**src/rtl/hazard_ctrl_pkg.sv**
```systemverilog
// Shared hazard encodings: Tuse/Tnew codes and forwarding select codes.
// Decoder tables target these values directly.
package hazard_ctrl_pkg;

  localparam int TW_DEF = 2;
  localparam int FWD_W  = 3;

  localparam logic [TW_DEF-1:0] TNEW_ALU = 2'd1;
  localparam logic [TW_DEF-1:0] TNEW_DM  = 2'd2;
  localparam logic [TW_DEF-1:0] TNEW_PC  = 2'd1;
  localparam logic [TW_DEF-1:0] T_NONE   = 2'd3;

  localparam logic [FWD_W-1:0] FWD_RF = 3'd0;
  localparam logic [FWD_W-1:0] FWD_E  = 3'd1;
  localparam logic [FWD_W-1:0] FWD_M  = 3'd2;
  localparam logic [FWD_W-1:0] FWD_W_ = 3'd3;

endpackage

```
**src/rtl/hazard_ctrl_operand_chk.sv**
```systemverilog
// Per-operand check: youngest scoreboard match drives the stall
// term and the forwarding select.
module hazard_operand_chk
  import hazard_ctrl_pkg::*;
#(
  parameter int DEPTH = 3,
  parameter int AW    = 5,
  parameter int TW    = 2
) (
  input  logic [AW-1:0]       i_src,
  input  logic [TW-1:0]       i_tuse,
  input  logic [DEPTH-1:0]    i_valid,
  input  logic [DEPTH*AW-1:0] i_addr,
  input  logic [DEPTH*TW-1:0] i_tnew,
  output logic                o_stall,
  output logic [FWD_W-1:0]    o_fwd
);

  logic             w_hit;
  logic             w_used;
  logic [FWD_W-1:0] w_k;
  logic [TW-1:0]    w_tn;

  assign w_used = (i_tuse != '1);

  // Scan oldest to youngest so the youngest match wins.
  always_comb begin
    w_hit = 1'b0;
    w_k   = FWD_RF;
    w_tn  = '0;
    for (int k = DEPTH; k >= 1; k--) begin
      if (i_valid[k-1] &&
          i_addr[(k-1)*AW +: AW] == i_src &&
          i_src != '0) begin
        w_hit = 1'b1;
        w_k   = FWD_W'(k);
        w_tn  = i_tnew[(k-1)*TW +: TW];
      end
    end
  end

  assign o_stall = w_used && w_hit && (w_tn > i_tuse);
  assign o_fwd   = (w_used && w_hit && w_tn == '0) ? w_k : FWD_RF;

endmodule

```
**src/rtl/hazard_ctrl.sv**
```systemverilog
// MIPS pipeline hazard controller: E..W scoreboard, stall and forwarding.
// Define HAZARD_MD_EN to interlock the multi-cycle mult/div unit.
module hazard_ctrl
  import hazard_ctrl_pkg::*;
#(
  parameter int DEPTH  = 3,
  parameter int AW     = 5,
  parameter int TW     = 2,
  parameter int N_SRC  = 2,
  parameter int MD_LAT = 5
) (
  input  logic                   clk,
  input  logic                   rst_n,
  input  logic [N_SRC*AW-1:0]    src_addr_d,
  input  logic [N_SRC*TW-1:0]    tuse_d,
  input  logic [AW-1:0]          dst_addr_d,
  input  logic [TW-1:0]          tnew_d,
  input  logic                   md_start_d,
  input  logic                   md_use_d,
  output logic                   stall,
  output logic [N_SRC*FWD_W-1:0] fwd_sel,
  output logic                   md_busy
);

  logic [DEPTH-1:0]    r_valid;
  logic [DEPTH*AW-1:0] r_addr;
  logic [DEPTH*TW-1:0] r_tnew;
  logic [N_SRC-1:0]    w_op_stall;
  logic                w_md_stall;
  logic                w_ins_v;

  for (genvar i = 0; i < N_SRC; i++) begin : g_op
    hazard_operand_chk #(
      .DEPTH (DEPTH),
      .AW    (AW),
      .TW    (TW)
    ) u_chk (
      .i_src   (src_addr_d[i*AW +: AW]),
      .i_tuse  (tuse_d[i*TW +: TW]),
      .i_valid (r_valid),
      .i_addr  (r_addr),
      .i_tnew  (r_tnew),
      .o_stall (w_op_stall[i]),
      .o_fwd   (fwd_sel[i*FWD_W +: FWD_W])
    );
  end

  assign stall   = (|w_op_stall) | w_md_stall;
  assign w_ins_v = !stall && tnew_d != '1 && dst_addr_d != '0;

  // Stall only turns the D insertion into a bubble; older entries advance.
  always_ff @(posedge clk or negedge rst_n) begin
    if (!rst_n) begin
      r_valid <= '0;
      r_addr  <= '0;
      r_tnew  <= '0;
    end else begin
      r_valid[0]       <= w_ins_v;
      r_addr[AW-1:0]   <= stall ? '0 : dst_addr_d;
      r_tnew[TW-1:0]   <= stall ? '0 : tnew_d;
      for (int k = 1; k < DEPTH; k++) begin
        r_valid[k]         <= r_valid[k-1];
        r_addr[k*AW +: AW] <= r_addr[(k-1)*AW +: AW];
        r_tnew[k*TW +: TW] <= (r_tnew[(k-1)*TW +: TW] == '0) ?
                              '0 : r_tnew[(k-1)*TW +: TW] - 1'b1;
      end
    end
  end

`ifdef HAZARD_MD_EN
  localparam int CW = $clog2(MD_LAT + 1);

  logic [CW-1:0] r_md_cnt;

  always_ff @(posedge clk or negedge rst_n) begin
    if (!rst_n) begin
      r_md_cnt <= '0;
    end else if (md_start_d && !stall) begin
      r_md_cnt <= CW'(MD_LAT);
    end else if (r_md_cnt != '0) begin
      r_md_cnt <= r_md_cnt - 1'b1;
    end
  end

  assign md_busy    = (r_md_cnt != '0);
  assign w_md_stall = md_use_d && md_busy;
`else
  logic w_unused_md;

  assign w_unused_md = ^{md_start_d, md_use_d, (MD_LAT != 0)};
  assign md_busy     = 1'b0;
  assign w_md_stall  = 1'b0;
`endif

endmodule

```
**config.mk**
```make
export PLATFORM = sky130hd
export DESIGN_NAME = hazard_ctrl
export DESIGN_NICKNAME = d
export VERILOG_FILES = /design/src/rtl/hazard_ctrl_pkg.sv /design/src/rtl/hazard_ctrl_operand_chk.sv /design/src/rtl/hazard_ctrl.sv
export SDC_FILE = /design/constraint.sdc
export NUM_CORES = 1
export LEC_CHECK = 0
export CORE_MARGIN = 2
export CORE_UTILIZATION = 35
export CTS_BUF_LIST = sky130_fd_sc_hd__clkbuf_4 sky130_fd_sc_hd__clkbuf_8
export DETAILED_ROUTE_END_ITERATION = 8
export PLACE_DENSITY = 0.7
export SYNTH_ARGS = -nofsm -noshare
export SYNTH_HDL_FRONTEND = slang
export SYNTH_SLANG_ARGS = --single-unit
```
**constraint.sdc**
```tcl
create_clock -name clk -period 5.79 [get_ports clk]
set_input_delay 1.158 -clock clk [delete_from_list [all_inputs] [get_ports clk]]
set_output_delay 1.158 -clock clk [all_outputs]
set_load 0.02 [all_outputs]
```
# After elaboration in Yosys (flattened, before gate mapping)
# Cells that the tools add are included.
# W data, S select, Z words.
# totals
regBits,24
out_inout_bits,8
# classes
magnitude_cmp,2
addsub,2
n_mux,24
n_eq_ne,9
reduce_logical,29
# ops
cell,n
$mux W2,17
$eq A5 B5 Y1,6
$logic_and A1 B1 Y1,20
$reduce_bool A5 Y1,3
$logic_not A2 Y1,4
$mux W1,6
$ne A2 B2 Y1 const B,3
$mux W5,1
$gt A2 B2 Y1,2
$sub A2 B1 Y2 const B,2
$reduce_or A2 Y1,1
$logic_not A1 Y1,1

# Depth between registers and ports, before layout
# Gate-level depths: netlist of run 1.
# logic_depth
ltp_word,12
depth_mapped,13

# By module
# From an unflattened synthesis of run 1, not the netlist that was laid out.
# unflattened
hier_cells,146
area_unflattened_um2,1516.5
# modules_own_cells
mod,area_each_um2,cells_each,n_inst
hazard_operand_chk,394.1,52,2
hazard_ctrl,728.2,42,1

# Worst setup path before layout of run 1
# OpenSTA, ideal clock, no wires.
# synth_timing
kind,input to output
startpoint,input src_addr_d[1]
endpoint,output stall
t_arrival_ps,3688
required_ps,4632
stages,10
setup_slack_ps,944
path_cell_list,or4_1 -> o211a_1 -> and2_1 -> o311ai_1 -> and2_1 -> ha_1 -> a21oi_1 -> o21ai_0 -> a31oi_2 -> or2_2
# synth_between
elab_chain_len,9
word_cells_on_any_way,20
classes_between,order compare (1); eq/ne (3); mux (6); reduce/logical (10)
# synth_lines
item,line,text
start: declaration,hazard_ctrl.sv:14,"input logic [N_SRC*AW-1:0] src_addr_d,"
$eq A5 B5 Y1,hazard_ctrl_operand_chk.sv:33,i_addr[(k-1)*AW +: AW] == i_src &&
$logic_and A1 B1 Y1,hazard_ctrl_operand_chk.sv:32,if (i_valid[k-1] &&
$logic_and A1 B1 Y1,hazard_ctrl_operand_chk.sv:33,
$mux W2 or $mux W1 (tied branches) (3 in a row),hazard_ctrl_operand_chk.sv:32,
$gt A2 B2 Y1 or $logic_and A1 B1 Y1 (tied branches),hazard_ctrl_operand_chk.sv:42,assign o_stall = w_used && w_hit && (w_tn > i_tuse);
$logic_and A1 B1 Y1 (*),hazard_ctrl_operand_chk.sv:42,
$reduce_or A2 Y1 (*),hazard_ctrl.sv:48,assign stall = (|w_op_stall) | w_md_stall;
end: declaration,hazard_ctrl.sv:20,"output logic stall,"
# Mark *: on every way between the ends. The rest lies on a longest branch, timed or not.

# Final worst setup path of run 1
# layout_timing
startpoint,input src_addr_d[4]
endpoint,output stall
# The elaborated chain is that of the path after synthesis.

==> impl_metrics.py, run 1 <==
metrics = {
    "synthesis": {
        "synth_simple_gate_area_share_pct": 22.4,
        "synthArstFlopShare_pct": 100,
        "synth_compound_area_share_pct": 13.1,
        "synth_cell_types": 46,
        "syn_area_mm2": 0.00152,
        "synth-main-ff-cell": "dfrtp_1",
        "synth-edff-count": 0,
        "synth_xor_area_share_pct": 17.3,
        "ys_warn_count": 0,
        "synth_seq_cells": 24,
        "synthTopCellsByArea": "dfrtp_1 (39%), xnor2_1 (9.2%), xor2_1 (8.1%), nor3b_1 (3.5%), ha_1 (3.3%)",
        "netlist_instances": 145,
        "yosysSeqAreaShare_pct": 39.4,
        "synth_top_family_by_area": "simple AND/OR/NAND/NOR gates",
        "yosys.area.top_type": "dfrtp_1",
        "synth.area.mux_share_pct": 0,
        "synth-adder-area-share_pct": 3.29,
        "synth.top_cell.area_share_pct": 39.4,
        "avgSynthCellArea_um2": 10.5,
    },
    "critical_path": {
        "cp_cell_sequence": "clkdlybuf4s50_1, buf_4, xor2_1, nor4_1, nand2_1, o311ai_2, and2_1, ha_1, nor2b_1, o21ai_0, a31oi_2, or2_2, dlymetal6s2s_1",
        "arrival_ns": 4.30,
        "worstSetupPathType": "primary input to output pin",
        "slowest_stage": "nor4_1",
        "required_ns": 4.63,
        "critPathMaxFanout": 3,
        "crit_path_max_incr_delay_ns": 0.50,
        "rrSetupSlack_ns": 2.80,
        "ff2ff_path_depth": 11,
        "start_kind": "primary input",
        "end_kind": "output pin",
        "r2r-start": "r_addr[14]$_DFF_PN0_",
        "cp.buffers_inverters": 3,
        "r2r-end": "r_valid[0]$_DFF_PN0_",
        "crit_family": "simple AND/OR/NAND/NOR gates",
    },
    "run_status": {
        "outcome": "finished clean",
    },
    "routing": {
        "drt_iter0_drc": 70,
        "viasPerCell": 5.18,
        "ant_nets": 0,
        "wire_per_inst_um": 14.9,
        "firstDrtPassIters": 4,
        "wirelength_um": 3520,
        "drc_errors": 0,
        "vias": 1223,
    },
    "timing": {
        "rsz0062_at_grt": "false",
        "clock.fmax_mhz": 183,
        "fin_crit_ns": 5.46,
        "finalHoldViolations": 0,
        "tightest_slew_ns": 1.07,
        "slew_headroom_pct": 28.1,
        "finalCritPeriodShare_pct": 94.3,
        "finalWorstSetupSlack_ns": 0.331,
        "finalMaxSlewViolations": 0,
        "setup-violations-final": 0,
        "worst_hold_slack_ns": 0.439,
        "finalClockSkew_ns": 0.00411,
    },
    "clocking": {
        "cts-root-buf": "clkbuf_8",
        "clock_sinks": 24,
        "numCtsBuffers": 3,
        "clk_pin_slew_ns": 0.08,
        "tritoncts": "built",
        "max-clock-path-buffers": 2,
        "postCtsSetupBuffers": 0,
        "htreeDepth": 1,
        "insertion_delay_ns": 0.26,
        "hold_buffers": 0,
    },
    "global_route": {
        "grt_start_max_net_pins": 25,
        "grt_pass1_wl_um": 6030,
        "grt_antenna_before_repair": 0,
        "track_usage_pct": 15.0,
        "grt_pass1_vias": 1302,
        "overflow": 0,
    },
    "finish": {
        "stdcell_count": 236,
        "area_delta_synth_final_pct": 30.3,
        "final_layout_size_suffix_gt1_share_pct": 17.2,
        "final_area_mm2": 0.00198,
        "nFillCells": 381,
        "final_cell_mix": "clkdlybuf4s50_1 (26), dfrtp_1 (24), xnor2_1 (16)",
        "layout_commonest_cell": "clkdlybuf4s50_1",
        "num_antenna_cells": 0,
        "final_nets": 217,
    },
    "power_and_ir_drop": {
        "pwr_density_cell_mw_per_mm2": 189,
        "p_leak_nw": 0.806,
        "ir_drop_mv": 0.121,
    },
    "floorplanning": {
        "die-area_mm2": 0.00489,
        "dieWidth_um": 70.0,
        "num_rows": 23,
        "initial_core_util_pct": 37.3,
        "pin_count": 33,
        "die_h_um": 70.0,
        "core_area_mm2": 0.00409,
    },
    "placement": {
        "port_buffers": 27,
        "hpwl_um": 2840,
        "placed_cell_area_mm2": 0.00193,
        "placed_cells": 233,
        "finalWeightedCongestion": 0.996,
        "place_ws_ns": -0.0688,
    },
    "hold_path": {
        "hp-start": "r_valid[0]$_DFF_PN0_",
        "worstHoldEndpoint": "r_valid[1]$_DFF_PN0_",
        "hp-class": "flip-flop to flip-flop",
        "hold_depth": 0,
    },
    "run": {
        "drv_cap": 0,
    },
}
-- power breakdown --
group / total, mW / switching, mW / internal, mW
logic: 0.0902 / 0.0420 / 0.0482
clock network: 0.0949 / 0.0485 / 0.0464
registers: 0.190 / 0.0117 / 0.179
-- final cells by class --
| type | instances | area, µm² | area share (%) |
|---|---|---|---|
| timing repair buffer | 42 | 385 | 19.4 |
| tap | 50 | 62.6 | 3.15 |
| sequential | 24 | 601 | 30.3 |
| clock buffer | 3 | 41.3 | 2.08 |
| inverter | 6 | 22.5 | 1.13 |
| multi-input combinational | 111 | 872 | 43.9 |
-- sequential cells by signal, indices dropped and copies added (netlist names) --
name,flops
r_addr,15
r_tnew,6
r_valid,3
-- per-stage QoR --
step	setup TNS, ns	utilization (%)	total power [mW]
after floorplan	0	-	0.240
after global placement	0	47.3	0.280
after CTS	0	48.5	0.381
after detailed placement	-0.0688	47.3	0.283
final	0	48.6	0.376
after global routing	0	48.6	0.396
-- cells in the mapped netlist (2+ instances only) --
cell type  instances
ha_1               4
o31a_1             2
nand3_1            2
a21oi_1            3
nor3b_1            7
xor2_1            14
nor2b_1            2
dfrtp_1           24
and2_1             5
nor3_1             3
nand2b_1           3
xnor2_1           16
nor2_1             6
buf_4              3
nand4_1            3
or4_1              2
or2_2              2
inv_1              6
nand2_1            5
a31oi_1            2
nor4_1             5
o211a_1            2
-- kinds of logic after synthesis --
logic type                 Yosys count
and+or+nand+nor                     53
xor gates and xnor gates            30
DFF                                 24
AOI/OAI and AO/OA                   21
buffers and inverters               12
adders and majority gates            4
other                                1
-- what timing repair did --
item                                    4_1_cts  5_1_grt
endpoints found under the setup margin        1        1
endpoints found under the hold margin         0        0
pin swaps                                     0        0
gates resized for setup                       1        1
-- routing by layer --
layer | track usage [%] | vias to the layer above | wire, µm
met5 | 0 | - | 0
met4 | 5.34 | 0 | 38
met3 | 1.30 | 4 | 110
met2 | 26.5 | 27 | 1780
met1 | 19.0 | 591 | 1590
li1 | - | 601 | -
-- worst max-delay path by stage --
stage / from / to / slack (ns) / cells after the start
3_3_place_gp: src_addr_d[1] / stall / 0.008 / 12
2_1_floorplan: src_addr_d[1] / stall / 0.94 / 10
5_1_grt: src_addr_d[1] / stall / 0.19 / 12
3_5_place_dp: src_addr_d[1] / stall / -0.07 / 12
4_1_cts: src_addr_d[1] / stall / 0.002 / 12
6_report: src_addr_d[4] / stall / 0.33 / 13
No activity file was read; power rests on OpenSTA's default activity.
==> run 2: changes to the inputs <==
HOLD_SLACK_MARGIN = 0.08   (was default)
==> results of run 2 <==
Same layout as run 1: the final DEF is identical, and so are final timing and power.
